`config.mk`:
```
export PLATFORM = sky130hd
export DESIGN_NAME = mem_io_fabric
export DESIGN_NICKNAME = d
export VERILOG_FILES = /design/src/rtl/mem_io_fabric_pkg.sv /design/src/rtl/mem_io_decoder.sv /design/src/rtl/mem_io_fabric.sv
export SDC_FILE = /design/constraint.sdc
export NUM_CORES = 1
export LEC_CHECK = 0
export BUFFER_PORTS_ARGS = -buffer_cell sky130_fd_sc_hd__clkbuf_2
export CAP_MARGIN = 0
export CORE_MARGIN = 2
export CORE_UTILIZATION = 33
export DETAILED_ROUTE_END_ITERATION = 16
export PLACE_DENSITY_LB_ADDON = 0.3
export SLEW_MARGIN = 20
export SYNTH_ARGS = -nofsm -noshare
export SYNTH_HDL_FRONTEND = slang
export SYNTH_SLANG_ARGS = --single-unit
```
`constraint.sdc`:
```
create_clock -name clk -period 4.2 [get_ports clk]
set_input_delay 0.42 -clock clk [delete_from_list [all_inputs] [get_ports clk]]
set_output_delay 0.42 -clock clk [all_outputs]
set_load 0.01 [all_outputs]
```
`src/rtl/mem_io_fabric_pkg.sv`:
```
// Shared encodings for the CPU data-bus fabric: FSM states, read-source codes and error-block layout.
package mem_io_fabric_pkg;

    typedef enum logic {
        ST_IDLE = 1'b0,
        ST_WAIT = 1'b1
    } state_t;

    localparam int WAIT_W = 4;
    localparam int IDX_W  = 3;
    localparam int SRC_W  = 4;

    // Read-source codes above any region index
    localparam logic [SRC_W-1:0] RD_ERR  = 4'hE;
    localparam logic [SRC_W-1:0] RD_NONE = 4'hF;

    localparam logic [1:0] ERR_OFF_STATUS  = 2'd0;
    localparam logic [1:0] ERR_OFF_ADDR_LO = 2'd1;
    localparam logic [1:0] ERR_OFF_ADDR_HI = 2'd2;

    localparam int ERR_FLAG_BIT = 0;

    function automatic logic [7:0] err_status(input logic flag, input logic wr);
        return {6'b0, wr, flag};
    endfunction

endpackage

```
`src/rtl/mem_io_decoder.sv`:
```
// Combinational address decoder: error block first, then the lowest-index window containing the address.
module mem_io_decoder
    import mem_io_fabric_pkg::*;
#(
    parameter int                          N_REGIONS    = 4,
    parameter int                          ADDR_W       = 16,
    parameter logic [N_REGIONS*ADDR_W-1:0] REGION_BASE  = {16'h2000, 16'h1080, 16'h1000, 16'h0000},
    parameter logic [N_REGIONS*ADDR_W-1:0] REGION_LIMIT = {16'h2960, 16'h10EF, 16'h107F, 16'h07FF},
    parameter logic [ADDR_W-1:0]           ERR_BASE     = 16'h10F0
) (
    input  logic [ADDR_W-1:0] cpu_addr,
    output logic              hit,
    output logic [IDX_W-1:0]  idx,
    output logic              err_hit,
    output logic [1:0]        err_off,
    output logic [ADDR_W-1:0] off_addr
);

    logic [ADDR_W-1:0] err_rel;
    logic [ADDR_W-1:0] base_sel;
    logic              region_hit;

    // Relative offset wraps modulo 2^ADDR_W, so a single compare covers the 3-byte block
    assign err_rel = cpu_addr - ERR_BASE;
    assign err_hit = (err_rel < ADDR_W'(3));
    assign err_off = err_rel[1:0];

    always_comb begin
        region_hit = 1'b0;
        idx        = '0;
        base_sel   = '0;
        for (int i = N_REGIONS - 1; i >= 0; i--) begin
            if ((cpu_addr >= REGION_BASE[i*ADDR_W +: ADDR_W]) &&
                (cpu_addr <= REGION_LIMIT[i*ADDR_W +: ADDR_W])) begin
                region_hit = 1'b1;
                idx        = IDX_W'(i);
                base_sel   = REGION_BASE[i*ADDR_W +: ADDR_W];
            end
        end
    end

    assign hit      = region_hit && !err_hit;
    assign off_addr = cpu_addr - base_sel;

endmodule

```
`src/rtl/mem_io_fabric.sv`:
```
// CPU data-bus fabric: window decode, per-window wait states, read return and bus-error capture.
// Optional feature macro MEM_IO_ERR_IRQ_EN drives err_irq from a registered copy of the error flag.
module mem_io_fabric
    import mem_io_fabric_pkg::*;
#(
    parameter int                          N_REGIONS    = 4,
    parameter int                          ADDR_W       = 16,
    parameter int                          DATA_W       = 8,
    parameter logic [N_REGIONS*ADDR_W-1:0] REGION_BASE  = {16'h2000, 16'h1080, 16'h1000, 16'h0000},
    parameter logic [N_REGIONS*ADDR_W-1:0] REGION_LIMIT = {16'h2960, 16'h10EF, 16'h107F, 16'h07FF},
    parameter logic [N_REGIONS*4-1:0]      REGION_WAIT  = {4'd1, 4'd0, 4'd0, 4'd0},
    parameter logic [ADDR_W-1:0]           ERR_BASE     = 16'h10F0
) (
    input  logic                        clk,
    input  logic                        rst,
    input  logic [ADDR_W-1:0]           cpu_addr,
    input  logic [DATA_W-1:0]           cpu_din,
    input  logic                        cpu_w_en,
    input  logic                        cpu_r_en,
    output logic [DATA_W-1:0]           cpu_dout,
    output logic                        cpu_ready,
    output logic [ADDR_W-1:0]           slv_addr,
    output logic [DATA_W-1:0]           slv_wdata,
    output logic [N_REGIONS-1:0]        slv_w_en,
    output logic [N_REGIONS-1:0]        slv_r_en,
    input  logic [N_REGIONS*DATA_W-1:0] slv_rdata,
    output logic                        err_irq
);

    localparam int EXT_W = (ADDR_W < 16) ? 16 : ADDR_W;

    logic              dec_hit, dec_err_hit;
    logic [IDX_W-1:0]  dec_idx;
    logic [1:0]        dec_err_off;
    logic [ADDR_W-1:0] dec_off;

    mem_io_decoder #(
        .N_REGIONS   (N_REGIONS),
        .ADDR_W      (ADDR_W),
        .REGION_BASE (REGION_BASE),
        .REGION_LIMIT(REGION_LIMIT),
        .ERR_BASE    (ERR_BASE)
    ) u_dec (
        .cpu_addr(cpu_addr),
        .hit     (dec_hit),
        .idx     (dec_idx),
        .err_hit (dec_err_hit),
        .err_off (dec_err_off),
        .off_addr(dec_off)
    );

    state_t            state_q, state_d;
    logic [WAIT_W-1:0] cnt_q, cnt_d;
    logic [IDX_W-1:0]  sel_q, sel_d;
    logic [SRC_W-1:0]  rd_src_q, rd_src_d;
    logic              rd_pend_q, rd_pend_d;
    logic [7:0]        err_rdata_q, err_rdata_d;
    logic [DATA_W-1:0] dout_q;
    logic              err_flag_q, err_flag_d;
    logic              err_wr_q, err_wr_d;
    logic [ADDR_W-1:0] err_addr_q, err_addr_d;

    logic              req, stb_en, err_set, err_clr, rd_done;
    logic [IDX_W-1:0]  stb_idx;
    logic [SRC_W-1:0]  rd_tgt;
    logic [WAIT_W-1:0] region_wait;
    logic [N_REGIONS-1:0] strobe;
    logic [EXT_W-1:0]  err_addr_ext;
    logic [7:0]        err_byte;
    logic [DATA_W-1:0] rd_live;

    assign req          = cpu_w_en | cpu_r_en;
    assign region_wait  = REGION_WAIT[int'(dec_idx)*WAIT_W +: WAIT_W];
    assign err_addr_ext = EXT_W'(err_addr_q);

    always_comb begin
        unique case (dec_err_off)
            ERR_OFF_STATUS:  err_byte = err_status(err_flag_q, err_wr_q);
            ERR_OFF_ADDR_LO: err_byte = err_addr_ext[7:0];
            ERR_OFF_ADDR_HI: err_byte = err_addr_ext[15:8];
            default:         err_byte = 8'h00;
        endcase
    end

    always_comb begin
        state_d     = state_q;
        cnt_d       = cnt_q;
        sel_d       = sel_q;
        rd_src_d    = rd_src_q;
        rd_pend_d   = 1'b0;
        err_rdata_d = err_rdata_q;
        cpu_ready   = 1'b0;
        stb_en      = 1'b0;
        stb_idx     = dec_idx;
        err_set     = 1'b0;
        err_clr     = 1'b0;
        rd_done     = 1'b0;
        rd_tgt      = RD_NONE;
        unique case (state_q)
            ST_IDLE: begin
                if (req) begin
                    if (dec_err_hit) begin
                        cpu_ready = 1'b1;
                        if (cpu_w_en) begin
                            err_clr = (dec_err_off == ERR_OFF_STATUS) && cpu_din[ERR_FLAG_BIT];
                        end else begin
                            rd_done     = 1'b1;
                            rd_tgt      = RD_ERR;
                            err_rdata_d = err_byte;
                        end
                    end else if (dec_hit) begin
                        if (region_wait == '0) begin
                            cpu_ready = 1'b1;
                            stb_en    = 1'b1;
                            rd_done   = !cpu_w_en;
                            rd_tgt    = {1'b0, dec_idx};
                        end else begin
                            state_d = ST_WAIT;
                            cnt_d   = region_wait;
                            sel_d   = dec_idx;
                        end
                    end else begin
                        // Unmapped: complete at once; only the first error is kept
                        cpu_ready = 1'b1;
                        err_set   = !err_flag_q;
                        rd_done   = !cpu_w_en;
                        rd_tgt    = RD_NONE;
                    end
                end
            end
            ST_WAIT: begin
                cnt_d = cnt_q - WAIT_W'(1);
                if (cnt_q == WAIT_W'(1)) begin
                    cpu_ready = 1'b1;
                    stb_en    = 1'b1;
                    stb_idx   = sel_q;
                    rd_done   = !cpu_w_en;
                    rd_tgt    = {1'b0, sel_q};
                    state_d   = ST_IDLE;
                end
            end
            default: state_d = ST_IDLE;
        endcase
        if (rd_done) begin
            rd_src_d  = rd_tgt;
            rd_pend_d = 1'b1;
        end
    end

    always_comb begin
        err_flag_d = err_flag_q;
        err_wr_d   = err_wr_q;
        err_addr_d = err_addr_q;
        if (err_clr) err_flag_d = 1'b0;
        if (err_set) begin
            err_flag_d = 1'b1;
            err_wr_d   = cpu_w_en;
            err_addr_d = cpu_addr;
        end
    end

    always_comb begin
        for (int i = 0; i < N_REGIONS; i++) begin
            strobe[i] = stb_en && (stb_idx == IDX_W'(i));
        end
    end

    assign slv_addr  = dec_off;
    assign slv_wdata = cpu_din;
    assign slv_w_en  = strobe & {N_REGIONS{cpu_w_en}};
    assign slv_r_en  = strobe & {N_REGIONS{cpu_r_en & ~cpu_w_en}};

    // Slave data arrives the cycle after the strobe; capture it then and hold it
    always_comb begin
        rd_live = '0;
        if (rd_src_q == RD_ERR) begin
            rd_live = DATA_W'(err_rdata_q);
        end else if ((rd_src_q != RD_NONE) && (int'(rd_src_q) < N_REGIONS)) begin
            rd_live = slv_rdata[int'(rd_src_q)*DATA_W +: DATA_W];
        end
    end

    assign cpu_dout = rd_pend_q ? rd_live : dout_q;

    always_ff @(posedge clk or posedge rst) begin
        if (rst) begin
            state_q     <= ST_IDLE;
            cnt_q       <= '0;
            sel_q       <= '0;
            rd_src_q    <= RD_NONE;
            rd_pend_q   <= 1'b0;
            err_rdata_q <= '0;
            dout_q      <= '0;
            err_flag_q  <= 1'b0;
            err_wr_q    <= 1'b0;
            err_addr_q  <= '0;
        end else begin
            state_q     <= state_d;
            cnt_q       <= cnt_d;
            sel_q       <= sel_d;
            rd_src_q    <= rd_src_d;
            rd_pend_q   <= rd_pend_d;
            err_rdata_q <= err_rdata_d;
            if (rd_pend_q) dout_q <= rd_live;
            err_flag_q  <= err_flag_d;
            err_wr_q    <= err_wr_d;
            err_addr_q  <= err_addr_d;
        end
    end

`ifdef MEM_IO_ERR_IRQ_EN
    logic irq_q;
    always_ff @(posedge clk or posedge rst) begin
        if (rst) irq_q <= 1'b0;
        else     irq_q <= err_flag_q;
    end
    assign err_irq = irq_q;
`else
    assign err_irq = 1'b0;
`endif

endmodule
```
==> results.toml <==
[outcome]
status = "finished, final reports clean"

[route]
avgRoutedWirePerCell_um = 15.03
drt_iter0_drc = 93
vias = 2377
finalWirelength_um = 6852
viasPerCell = 5.213
drc = 0
firstDrtPassIters = 6
ant_nets = 0

[setup_path]
r2r_cells = 5
crit_type = "primary input to output pin"
arrival_ps = 3370
rr_endpoint = "err_addr_ext[9]"
crit_path_max_fanout = 8
worst_setup_path_end_kind = "output pin"
worst_setup_path_start_kind = "primary input"
regToRegStartpoint = "state_q"
r2r_slack_ps = 2310
worstPathRequired_ps = 3780

[clocking]
cts_tree = "yes"
cts_buffers = 5
htreeDepth = 2
root_buffer = "clkbuf_8"
hold_buffers = 0
cts_resized = 0
clk_pin_slew_ps = 80
post_cts_buffers = 0
cts_buffer_depth = 2
cts_num_sinks = 45
clk_latency_ps = 300

[synth]
ys_warn_count = 0
synth_cell_type_count = 57
ys_seq_area_share_pct = 39.97
ys_ff_latch = 45
avgSynthCellArea_um2 = 9.917
netlist.area_leader.share_pct = 37.18
syn-instance-count = 285
post_synth_instance_area_um2 = 2826
synth_top_area_cell = "dfrtp_1"
synth_area_leaders = "dfrtp_1 37%, mux2_2 6.8%, mux4_2 6.4%, buf_4 4.8%, a21oi_1 3.7%"
ys_async_sr_fraction_pct = 100.0
synth_flop_cell = "dfrtp_1"
syn_nets = 351
synth_edf_count = 0

[layout]
nets = 417
seq_area_um2 = 1130
drive_above_1_share_pct = 36.75
antenna_cells = 0
syn_to_final_growth_pct = 17.53
multi_input_area_um2 = 1455
nFillCells = 849
fin_cells = 456

[timing]
grt_setup_unrepaired = "false"
tns_ps = 0
finClkSkew_ps = 10.61
clock.fmax_mhz = 264.1
worst_pin_slew_ps = 729.7
period_share_pct = 90.14
slew_violations = 0
setup_viol = 0
period_needed_ps = 3786
hold_violations = 0
hold_ws_ps = 242.9
relSlewSlack_pct = 50.69

[floorplanning]
die-area_um2 = 9321
dieWidth_um = 96.55
initial_core_util_pct = 34.23
rows = 33
ios = 102
dieHeight_um = 96.55
core_um2 = 8258

[power_and_ir_drop]
p_sw_share_pct = 34.56
p_sw_uw = 581.5
p_leak_nw = 1.546
ir_drop_uv = 152.5
power_frac_clock_pct = 18.8
seqPwrFrac_pct = 44.9
comb_power_share_pct = 36.3
p_per_area_nw_per_um2 = 506.4
p_int_mw = 1.101

[placement]
io_buffers = 86
dp_cells = 449
dp.final_hpwl_um = 5411
gp_congestion = 0.7976

[run]
drv_cap = 0

[global_routing]
grt_pass1_vias = 2225
grt_pass1_wl_um = 10840
grt.overflow.total = 0
grt_usage_pct = 15.04
grt_max_degree = 46
antenna_found_initial = 0

[worst_hold_path]
hold_path_class = "primary input to async pin"
-- synthesized netlist by cell type, types with 4 or more instances --
| cell | n |
|---|---|
| ha_1 | 6 |
| o21ai_0 | 15 |
| dfrtp_1 | 42 |
| buf_4 | 18 |
| nor3_1 | 8 |
| a21oi_1 | 21 |
| inv_1 | 13 |
| clkbuf_1 | 5 |
| nor2b_1 | 11 |
| nand3_1 | 5 |
| mux2_2 | 17 |
| nor2_1 | 22 |
| mux2i_1 | 5 |
| xor2_1 | 4 |
| nand2_1 | 20 |
| mux4_2 | 8 |
| a22oi_1 | 6 |
-- worst max-delay path: stages --
cell and delay, ps:
clkbuf_2 150, nor4_2 450, and3_1 280, nand2_1 100, nor2_1 100, ha_1 190
ha_1 210, or4b_2 620, a21oi_1 260, nor2b_1 80, nor3_1 180, xor2_1 170
clkbuf_2 150
-- sequential cells by signal, indices dropped and copies added, names as in the netlist, 2 cells and up --
signal        cells
err_addr_ext     16
dout_q            8
err_rdata_q       8
cnt_q             4
rd_src_q          3
sel_q             2
-- layout by cell type, fill, tap and decap left out, types with 3 or more instances in the layout --
cell type and n:
a21oi_1 21, nor2_1 22, mux2i_1 5, dfrtp_1 42
xor2_1 4, clkbuf_8 5, buf_4 3, nor2b_1 11
a22oi_1 6, nor3_1 8, ha_1 6, nand2_1 20
mux2_2 17, nand3_1 5, mux4_2 8, o21ai_0 15
a21o_1 3, dfstp_2 3, inv_1 13, clkbuf_2 86
-- routing by layer --
| layer | up-vias | GRT usage [%] | part of all wire, % |
|---|---|---|---|
| met5 | - | 0 | 0 |
| met2 | 74 | 24.94 | 46 |
| met3 | 7 | 3.181 | 6.6 |
| met4 | 0 | 3.873 | 1.0 |
| li1 | 1150 | - | - |
| met1 | 1146 | 20.02 | 46 |
-- cell type report --
cell class	instances	area share (%)
clock buffer	5	2.072
clock inverter	2	1.055
timing repair buffer	89	13.63
inverter	13	1.469
multi-input combinational	197	43.80
tap	105	3.955
sequential	45	34.01
-- power groups by stage --
stage               Combinational [mW]  Clock (mW)  Sequential (mW)
floorplan                        0.507           0            0.675
global placement                 0.605           0            0.761
detailed placement               0.615           0            0.766
CTS                              0.619       0.327            0.758
global route                     0.683       0.345            0.783
finish                           0.611       0.316            0.756
-- stage by stage --
step / power (mW) / utilization (%) / worst slack, ps / area [µm²]
3_5_place_dp: 1.381 / 38.97 / 444.5 / 3218
6_report: 1.682 / 40.23 / 414.1 / 3322
2_1_floorplan: 1.182 / - / 798.0 / 2826
4_1_cts: 1.704 / 40.23 / 424.3 / 3322
3_3_place_gp: 1.367 / 38.97 / 543.5 / 3218
5_1_grt: 1.810 / 40.23 / 260.8 / 3322
-- worst max-delay path by stage --
stage,startpoint,to,slack (ps),depth (start not counted)
6_report,cpu_addr[9],slv_addr[15],410,13
3_3_place_gp,cpu_addr[9],slv_addr[15],540,13
4_1_cts,cpu_addr[9],slv_addr[15],420,13
5_1_grt,cpu_addr[9],slv_addr[15],260,13
3_5_place_dp,cpu_addr[9],slv_addr[15],440,13
2_1_floorplan,cpu_addr[9],slv_addr[15],800,12
-- cell families after synthesis --
kind of cell	count (synthesis)	share of synthesized area, %
and+or+nand+nor	87	16.07
muxes	30	14.92
adders and majority gates	6	2.656
other	1	0.1327
xor gates and xnor gates	6	1.859
buffers and inverters	43	8.544
DFF	45	39.97
AOI/OAI and AO/OA	67	15.85
Power figures use the tool's default switching activity.
